<file path="src/rtl/clkdiv_pkg.sv">
// Shared types and helpers for the programmable clock divider.
// Holds default widths/divisor, channel-index width and half-period helper.
package clkdiv_pkg;

  localparam int DIV_W_DFLT       = 16;
  localparam int DEFAULT_DIV_DFLT = 10;

  // Channel-select width; never zero so a 1-channel build still has a port.
  function automatic int CH_IDX_W(input int n);
    return (n > 1) ? $clog2(n) : 1;
  endfunction

  // ceil(d/2) in one extra bit so d = all-ones cannot overflow.
  // Divisor widths up to 32 bits are supported.
  function automatic logic [32:0] half_up(input logic [31:0] d);
    return ({1'b0, d} + 33'd1) >> 1;
  endfunction

endpackage

</file>
<file path="src/rtl/clkdiv_channel.sv">
// One divider channel: counter, active/shadow divisor, tick and square wave.
// Ports: clk_in, rst, wr/wr_val (shadow write), sync, pending, tick, sq_out.
module clkdiv_channel
  import clkdiv_pkg::*;
#(
  parameter int DIV_W       = DIV_W_DFLT,
  parameter int DEFAULT_DIV = DEFAULT_DIV_DFLT
) (
  input  logic             clk_in,
  input  logic             rst,
  input  logic             wr,
  input  logic [DIV_W-1:0] wr_val,
  input  logic             sync,
  output logic             pending,
  output logic             tick,
  output logic             sq_out
);

  localparam logic [DIV_W-1:0] DFLT = DIV_W'(DEFAULT_DIV);
  localparam logic [DIV_W-1:0] ONE  = DIV_W'(1);

  logic [DIV_W-1:0] cnt;
  logic [DIV_W-1:0] active;
  logic [DIV_W-1:0] shadow;

  logic [DIV_W-1:0] cnt_nxt;
  logic [DIV_W-1:0] active_nxt;
  logic [DIV_W-1:0] shadow_nxt;
  logic             pending_nxt;
  logic             tick_nxt;
  logic             sq_nxt;
  logic             halted;
  logic             wrap;
  logic             apply;
  logic [32:0]      half;

  assign halted = (active == '0);
  assign wrap   = !halted && (cnt == active - ONE);

  always_comb begin
    active_nxt  = active;
    shadow_nxt  = shadow;
    pending_nxt = pending;
    cnt_nxt     = cnt + ONE;
    tick_nxt    = 1'b0;
    sq_nxt      = 1'b0;
    half        = '0;

    if (wr) begin
      shadow_nxt  = wr_val;
      pending_nxt = 1'b1;
    end

    // A halted channel takes its shadow one edge after the write;
    // a running one only at the wrap, so periods are never cut.
    apply = sync || wrap || (halted && !wr);

    if (apply && (wr || pending)) begin
      active_nxt  = wr ? wr_val : shadow;
      pending_nxt = 1'b0;
    end

    if (sync || wrap || halted) begin
      cnt_nxt = '0;
    end

    tick_nxt = wrap && !sync;
    half     = half_up(32'(active_nxt));
    sq_nxt   = (33'(cnt_nxt) < half);
  end

  always_ff @(posedge clk_in or posedge rst) begin
    if (rst) begin
      cnt     <= '0;
      active  <= DFLT;
      shadow  <= DFLT;
      pending <= 1'b0;
      tick    <= 1'b0;
      sq_out  <= 1'b0;
    end else begin
      cnt     <= cnt_nxt;
      active  <= active_nxt;
      shadow  <= shadow_nxt;
      pending <= pending_nxt;
      tick    <= tick_nxt;
      sq_out  <= sq_nxt;
    end
  end

endmodule

</file>
<file path="src/rtl/prog_clock_divider.sv">
// N-channel programmable clock divider: write decode, ack and sync fan-out.
// Ports: clk_in, rst, div_wr/div_ch/div_val, wr_ack, sync, pending, tick, sq_out.
module prog_clock_divider
  import clkdiv_pkg::*;
#(
  parameter int N_CH        = 4,
  parameter int DIV_W       = DIV_W_DFLT,
  parameter int DEFAULT_DIV = DEFAULT_DIV_DFLT
) (
  input  logic                      clk_in,
  input  logic                      rst,
  input  logic                      div_wr,
  input  logic [CH_IDX_W(N_CH)-1:0] div_ch,
  input  logic [DIV_W-1:0]          div_val,
  output logic                      wr_ack,
  input  logic                      sync,
  output logic [N_CH-1:0]           pending,
  output logic [N_CH-1:0]           tick,
  output logic [N_CH-1:0]           sq_out
);

  localparam int CW = CH_IDX_W(N_CH);

  logic [N_CH-1:0] wr_sel;

  // Ack any strobe, including out-of-range channel indices.
  always_ff @(posedge clk_in or posedge rst) begin
    if (rst) begin
      wr_ack <= 1'b0;
    end else begin
      wr_ack <= div_wr;
    end
  end

  for (genvar i = 0; i < N_CH; i++) begin : g_ch
    assign wr_sel[i] = div_wr && (div_ch == CW'(i));

    clkdiv_channel #(
      .DIV_W       (DIV_W),
      .DEFAULT_DIV (DEFAULT_DIV)
    ) u_ch (
      .clk_in  (clk_in),
      .rst     (rst),
      .wr      (wr_sel[i]),
      .wr_val  (div_val),
      .sync    (sync),
      .pending (pending[i]),
      .tick    (tick[i]),
      .sq_out  (sq_out[i])
    );
  end

endmodule

</file>
<file path="config.mk">
export PLATFORM = sky130hd
export DESIGN_NAME = prog_clock_divider
export DESIGN_NICKNAME = d
export VERILOG_FILES = /design/src/rtl/clkdiv_pkg.sv /design/src/rtl/clkdiv_channel.sv /design/src/rtl/prog_clock_divider.sv
export SDC_FILE = /design/constraint.sdc
export NUM_CORES = 1
export LEC_CHECK = 0
export ABC_CLOCK_PERIOD_IN_PS = 13880
export CORE_MARGIN = 5
export CORE_UTILIZATION = 45
export DETAILED_ROUTE_END_ITERATION = 8
export GPL_ROUTABILITY_DRIVEN = 0
export PLACE_DENSITY_LB_ADDON = 0.25
export SYNTH_ARGS = -nofsm -noshare
export SYNTH_HDL_FRONTEND = slang
export SYNTH_SLANG_ARGS = --single-unit
export TNS_END_PERCENT = 20
</file>
<file path="constraint.sdc">
create_clock -name clk_in -period 13.88 [get_ports clk_in]
set_input_delay 4.164 -clock clk_in [delete_from_list [all_inputs] [get_ports clk_in]]
set_output_delay 4.164 -clock clk_in [all_outputs]
set_load 0.005 [all_outputs]
</file>
==> results of run 1 <==
layout make-up:
type                       instances  area share (%)
inverter                          58            1.45
sequential                       205            33.3
timing repair buffer              43            2.63
clock buffer                      32            4.40
multi-input combinational       1212            53.9
tap                              396            3.20
clock inverter                    12            1.10
cells by family (layout without fill, tap and decap cells):
logic type,count (synthesis),count (layout)
xor+xnor,186,186
compound gates,192,192
mux,127,127
simple gates,635,635
buf+inv,139,145
fa+ha+maj,72,72
flops,205,205
worst paths after layout:
kind                                                    from                           endpoint
setup / recovery                                   div_ch[0]      g_ch[2].u_ch.sq_out$_DFF_PP0_
hold / removal             g_ch[1].u_ch.shadow[14]$_DFF_PP0_  g_ch[1].u_ch.shadow[14]$_DFF_PP0_
setup reg to reg            g_ch[3].u_ch.active[1]$_DFF_PP1_      g_ch[3].u_ch.sq_out$_DFF_PP0_
hold reg to reg            g_ch[1].u_ch.shadow[14]$_DFF_PP0_  g_ch[1].u_ch.shadow[14]$_DFF_PP0_
max in group asynchronous                                rst      g_ch[0].u_ch.cnt[6]$_DFF_PP0_
min in group asynchronous                                rst                   wr_ack$_DFF_PP0_
cells in the final DEF (no fill, tap or decap), types with 5 or more instances in the layout:
| cell type | n |
|---|---|
| a21oi_1 | 51 |
| and3_1 | 43 |
| nor2_1 | 146 |
| o2111ai_1 | 5 |
| clkdlybuf4s50_1 | 34 |
| a31oi_1 | 15 |
| xnor2_1 | 85 |
| or3_1 | 12 |
| buf_4 | 9 |
| o211ai_1 | 5 |
| nor3_1 | 45 |
| mux2i_1 | 65 |
| nand3_1 | 84 |
| a21o_1 | 15 |
| or4_1 | 7 |
| o21ai_1 | 5 |
| ha_1 | 72 |
| and2_1 | 9 |
| a211oi_1 | 9 |
| nor3b_1 | 6 |
| inv_1 | 57 |
| nand4_1 | 31 |
| o21ai_0 | 38 |
| nor2b_1 | 23 |
| nand2b_1 | 18 |
| nand3b_1 | 6 |
| nor4_1 | 11 |
| clkbuf_16 | 25 |
| nand2_1 | 164 |
| dfrtp_1 | 189 |
| and4_1 | 8 |
| dfstp_2 | 16 |
| xor2_1 | 101 |
| mux2_2 | 57 |
| o31ai_1 | 7 |
power breakdown:
group	internal, uW	switching (uW)
Sequential	712	170
Clock	419	259
Combinational	313	413
registers in the layout (all words and copies together) (netlist names):
| name | flops |
|---|---|
| g_ch.u_ch.active | 64 |
| g_ch.u_ch.cnt | 64 |
| g_ch.u_ch.pending | 4 |
| g_ch.u_ch.shadow | 64 |
| g_ch.u_ch.sq_out | 4 |
| g_ch.u_ch.tick | 4 |
| wr_ack | 1 |
worst max-delay path: stages:
cell	delay, ns
clkdlybuf4s50_1	0.49
nand3b_1	0.19
buf_4	0.23
nor2b_1	0.19
o21ai_4	0.86
nand2_1	0.10
o21ai_0	0.15
ha_1	0.33
nand3_1	0.16
nor2_1	0.18
and2_1	0.21
nand2_1	0.06
mux2i_1	0.15
xnor2_1	0.16
ha_1	0.28
a21o_1	0.16
a21o_1	0.17
a21o_1	0.17
a21o_1	0.17
a21oi_1	0.14
nor2b_1	0.05
o21ai_0	0.19
nand2_1	0.08
a21oi_1	0.11
through the flow:
step	worst slack [ns]	util (%)	std cells	hold WS, ns
detailed placement	4.62	47.6	1914	0.482
floorplan	4.15	-	1556	0.436
global placement	4.79	47.6	1914	0.476
CTS	5.17	50.4	1958	0.496
finish	5.16	50.4	1958	0.495
global route	4.67	50.4	1958	0.520
cells in the mapped netlist (all sizes together), types with 4 or more instances:
library cell and number:
dfrtp 189, nand2 164, nor2 147, xor2 101
xnor2 85, nand3 84, ha 72, mux2i 67
mux2 60, inv 58, a21oi 57, nor3 47
clkbuf 46, o21ai 44, and3 43, buf 35
nand4 31, nor2b 23, nand2b 18, dfstp 16
a21o 15, a31oi 15, nor4 14, or3 13
a211oi 10, and2 9, and4 8, or4 8
nor3b 7, o31ai 7, nand3b 6, o2111ai 5
o211ai 5, a2111oi 4, nand4b 4
metal layers:
layer	share of wire [%]	wire, um	up-vias
met4	2.2	782	0
met5	0	0	-
li1	-	-	5421
met2	47	16700	210
met1	47	16600	5377
met3	3.9	1390	53
==> run summary, run 1 <==
Outcome = completed
Max Cap Violations = 0
Fmax achieved = 0.115 GHz
Die Width = 187 um
Clock Sinks = 205
Die height = 187 um
Vias in the first global route = 10800
Yosys top cell area share = 33.5%
Io pins = 35
Initial antenna violation count = 0
Hold buffers post-CTS = 0
RSZ-0062 raised after global routing = no
Wire per inst = 18.1 um
Tcrit/Tclk final = 62.8%
# port buffers = 34
Iter 0 DRT Violations = 785
Tightest Pin Transition = 1.09 ns
Top FF cell, synth = dfrtp_1
Largest family of logic cells by synthesized area = simple AND/OR/NAND/NOR gates
Clk slew on worst S/H paths = 0.06 ns
CTS Buffer Depth = 3
Worst reg2reg setup slack = 7.28 ns
Worst Setup Start Kind = input port
Dpl hpwl = 26900 um
Syn_nets = 1650
Yosys Warn Count = 0
Seq. cell area = 0.00515 mm2
Minimum clock period = 8.72 ns
WL final = 35500 um
Crit Path Category = input port to flop
P_leak = 0.00688 uW
CTS Buf Count = 24
Share of layout cells above drive strength 1 = 9.67%
Post-route DRC = 0
Synthesis-stage register bit count = 205
Final number of setup-violating endpoints = 0
Ant diodes = 0
Post-synthesis sequential area ratio = 36.5%
Max Transition Viols Final = 0
CORE AREA = 0.0307 mm2
Full die area = 0.0350 mm2
Vias per cell = 5.65
Clock Skew = 0.0135 ns
Setup TNS Final = 0 ns
Worst Hold Class = flop to flop
GRT met2 Usage = 32.9%
Area leader, netlist = dfrtp_1
CTS resizes = 0
Area delta synth->final = 9.74%
# rows = 64
R2R cell count = 26
Top Usage Layer GRT = met2
Post-synth EDFFs = 0
Relative slew slack = 27.1%
Cell area after synthesis = 0.0141 mm2
Placed Area = 0.0146 mm2
Synth Area in Compound Gates = 9.22%
GRT overflow = 0
Syn_area_per_cell = 9.07 um2
Post-CTS setup buffers = 0
Cell count after synthesis = 1556
Total Routing Usage GR = 19.9%
Largest net degree at the start of global routing = 134
Fillers = 2892
Mux cell area share after synthesis = 9.62%
Routed Antenna Nets = 0
Root buffer cell = clkbuf_16
Pre-antenna DRT Iters = 5
Grt met3 use = 2.35%
Design Area, Final = 0.0155 mm2
Crit path arrival time = 9.17 ns
WP data required = 14.33 ns
CTS tree = done
Global-route wire length before repair = 58000 um
Tot Pwr = 2290 uW
WHS Path Cells = 1
H-tree levels = 1
Worst skew pair latency = 0.53 ns
Post-Synth Adder-Cell Area = 6.38%
XOR/XNOR share of the synthesized area = 11.5%
Starting Density = 45.9%
Final Hold Viols = 0
Vias = 11100
Peak supply drop = 0.0998 mV
GR Layer Usage met1 = 28.1%
Worst Setup End Kind = flop
Maximum fanout along the worst path = 31
Power per cell area = 148 mW/mm2
Async set-reset flop share out of synthesis = 100%
Synth Area in Simple Gates = 22.3%
Synth unique cells = 80
Top cells by area, synth = dfrtp_1 34%, ha_1 6.4%, xor2_1 6.3%
Final net count = 1638
Multi-input logic area = 0.00835 mm2
No activity file was read; power rests on OpenSTA's default activity.
==> run 2, diff against run 1 <==
--- a/config.mk
+++ b/config.mk
@@ -5,7 +5,7 @@
 export SDC_FILE = /design/constraint.sdc
 export NUM_CORES = 1
 export LEC_CHECK = 0
-export ABC_CLOCK_PERIOD_IN_PS = 13880
+export ABC_CLOCK_PERIOD_IN_PS = 8550
 export CORE_MARGIN = 5
 export CORE_UTILIZATION = 45
 export DETAILED_ROUTE_END_ITERATION = 8
==> constraint.sdc (replaced) <==
create_clock -name clk_in -period 8.55 [get_ports clk_in]
set_input_delay 2.565 -clock clk_in [delete_from_list [all_inputs] [get_ports clk_in]]
set_output_delay 2.565 -clock clk_in [all_outputs]
set_load 0.005 [all_outputs]
==> run 2 against run 1 <==
Against the previous run: total power grew 66%; setup slack worse by 3.7 ns; combinational power is 64% higher; flip-flop and latch count is the same; utilization grew 0.31 points; sequential power is 62% higher; count of clock-buffer cells in the layout is 1 higher; first-iteration DRC count is 0.25% lower.
==> run summary, run 2 (synthesized netlist as in run 1, its figures left out) <==
Outcome = completed (unchanged)
Root buffer cell = clkbuf_16 (unchanged)
Design Area, Final = 0.0156 mm2 (was 0.0155 mm2)
Max incr delay on CP = 0.80 ns (was 0.86 ns)
Maximum fanout along the worst path = 35 (was 31)
Io pins = 35 (unchanged)
# port buffers = 34 (unchanged)
Vias = 11300 (was 11100)
Worst skew pair latency = 0.53 ns (about the same)
Most common cell after layout, fill and taps aside = dfrtp_1 (unchanged)
Dpl hpwl = 27600 um (was 26900 um)
CTS tree = done (unchanged)
WL final = 36600 um (was 35500 um)
Full die area = 0.0350 mm2 (unchanged)
Commonest non-fill, non-tap cells in the layout = 189 x dfrtp_1, 164 x nand2_1, 146 x nor2_1 (unchanged)
Max Transition Viols Final = 0 (unchanged)
GRT overflow = 0 (unchanged)
Hold buffers post-CTS = 0 (unchanged)
Worst Setup End Kind = flop (unchanged)
Minimum clock period = 7.11 ns
Starting Density = 45.9% (unchanged)
Max Cap Violations = 0 (unchanged)
Final number of setup-violating endpoints = 0 (unchanged)
RSZ-0062 raised after global routing = no (unchanged)
CTS resizes = 0 (unchanged)
Tcrit/Tclk final = 83.2%
Vias in the first global route = 11000 (was 10800)
Ant diodes = 0 (unchanged)
Worst Hold Class = flop to flop (unchanged)
Wire per inst = 18.7 um (was 18.1 um)
Clk slew on worst S/H paths = 0.06 ns (about the same)
Regs by FF count = g_ch.u_ch.active: 64 flops, g_ch.u_ch.cnt: 64 flops, g_ch.u_ch.shadow: 64 flops (unchanged)
Worst Setup Start Kind = input port (unchanged)
Global-route wire length before repair = 59800 um (was 58000 um)
Post-CTS setup buffers = 0 (unchanged)
Die height = 187 um (unchanged)
Clock Skew = 0.0125 ns (was 0.0135 ns)
Peak supply drop = 0.161 mV (was 0.0998 mV)
P_leak = 0.00695 uW (was 0.00688 uW)
Placed Area = 0.0146 mm2 (about the same)
CTS Buffer Depth = 3 (unchanged)
Routed Antenna Nets = 0 (unchanged)
Total Routing Usage GR = 20.6% (was 19.9%)
H-tree levels = 1 (unchanged)
Critical path cell sequence = clkdlybuf4s50_1 > and3_1 > nor2_1 > a21oi_4 > nor2_1 > a21oi_1 > ha_1 > and3_1 > nand2_1 > xor2_1 > nand2_1 > o21ai_0 > ha_1 > a21o_1 > a21o_1 > a21o_1 > a21oi_1 > nor2b_1 > o21ai_0 > nand2b_1 > a221o_1 > a31oi_1 (was clkdlybuf4s50_1 > nand3b_1 > buf_4 > nor2b_1 > o21ai_4 > nand2_1 > o21ai_0 > ha_1 > nand3_1 > nor2_1 > and2_1 > nand2_1 > mux2i_1 > xnor2_1 > ha_1 > a21o_1 > a21o_1 > a21o_1 > a21o_1 > a21oi_1 > nor2b_1 > o21ai_0 > nand2_1 > a21oi_1)
CTS Buf Count = 25 (was 24)
Iter 0 DRT Violations = 783 (was 785)
Final Hold Viols = 0 (unchanged)
Largest net degree at the start of global routing = 144 (was 134)
Power per cell area = 244 mW/mm2 (was 148 mW/mm2)
# rows = 64 (unchanged)
Area delta synth->final = 10.4% (was 9.74%)
Tightest Pin Transition = 1.03 ns (was 1.09 ns)
Final net count = 1641 (was 1638)
Fmax achieved = 0.141 GHz
Die Width = 187 um (unchanged)
Vias per cell = 5.75 (was 5.65)
Slowest stage cell, crit path = a21oi_4 (was o21ai_4)
Setup TNS Final = 0 ns (unchanged)
Relative slew slack = 30.9% (was 27.1%)
Crit path arrival time = 7.56 ns (was 9.17 ns)
Initial antenna violation count = 0 (unchanged)
Most used cell, CP = a21o_1 (unchanged)
WP data required = 9.00 ns (was 14.33 ns)
Clock Sinks = 205 (unchanged)
Share of layout cells above drive strength 1 = 10.2% (was 9.67%)
Crit Path Category = input port to flop (unchanged)
CORE AREA = 0.0307 mm2 (unchanged)
Post-route DRC = 0 (unchanged)
Pre-antenna DRT Iters = 6 (was 5)
## run 2: worst paths after layout
| kind | start | to | slack, ns | cells after the start |
|---|---|---|---|---|
| setup reg to reg | g_ch[3].u_ch.active[1]$_DFF_PP1_ | g_ch[3].u_ch.sq_out$_DFF_PP0_ | 1.92 | 26 |
| max in group asynchronous | rst | g_ch[0].u_ch.cnt[5]$_DFF_PP0_ | 4.43 | 3 |
| hold / removal | g_ch[1].u_ch.shadow[13]$_DFF_PP0_ | g_ch[1].u_ch.shadow[13]$_DFF_PP0_ | 0.50 | 1 |
| hold reg to reg | g_ch[1].u_ch.shadow[13]$_DFF_PP0_ | g_ch[1].u_ch.shadow[13]$_DFF_PP0_ | 0.50 | 1 |
| setup / recovery | div_ch[1] | g_ch[3].u_ch.sq_out$_DFF_PP0_ | 1.44 | 22 |
| min in group asynchronous | rst | wr_ack$_DFF_PP0_ | 2.65 | 2 |
## run 2: layout make-up
| type | count | area, um2 |
|---|---|---|
| clock buffer | 33 | 736 |
| clock inverter | 13 | 196 |
| fill | 2921 | 15200 |
| inverter | 58 | 225 |
| multi-input combinational | 1212 | 8350 |
| sequential | 205 | 5150 |
| tap | 396 | 495 |
| timing repair buffer | 45 | 423 |
## run 2: routing by layer
layer	share of wire, %	GRT usage, %	up-vias
li1	-	-	5433
met1	47	29.6	5522
met2	46	33.1	258
met3	3.6	2.03	66
met4	3.0	6.09	0
met5	0	0	-
## run 2: report_power, final
part	internal (uW)	switching, uW
combinational	510	677
sequential	1160	278
clock	753	429
## run 2: stage by stage
step,power [uW],hold WS [ns],utilization [%],std cells,worst slack (ns)
after floorplan,2280,0.436,-,1556,0.416
after global placement,2590,0.483,47.6,1916,1.12
after detailed placement,2620,0.485,47.6,1916,0.989
after CTS,3820,0.499,50.7,1962,1.51
after global routing,4040,0.515,50.7,1962,0.982
final,3800,0.497,50.7,1962,1.44
## run 2: critical path: cells and delay by family
family          cells  cell delay [ns]
compound gates     10             2.41
simple gates        8             1.14
buf+inv             1             0.64
fa+ha+maj           2             0.61
xor+xnor            1             0.15
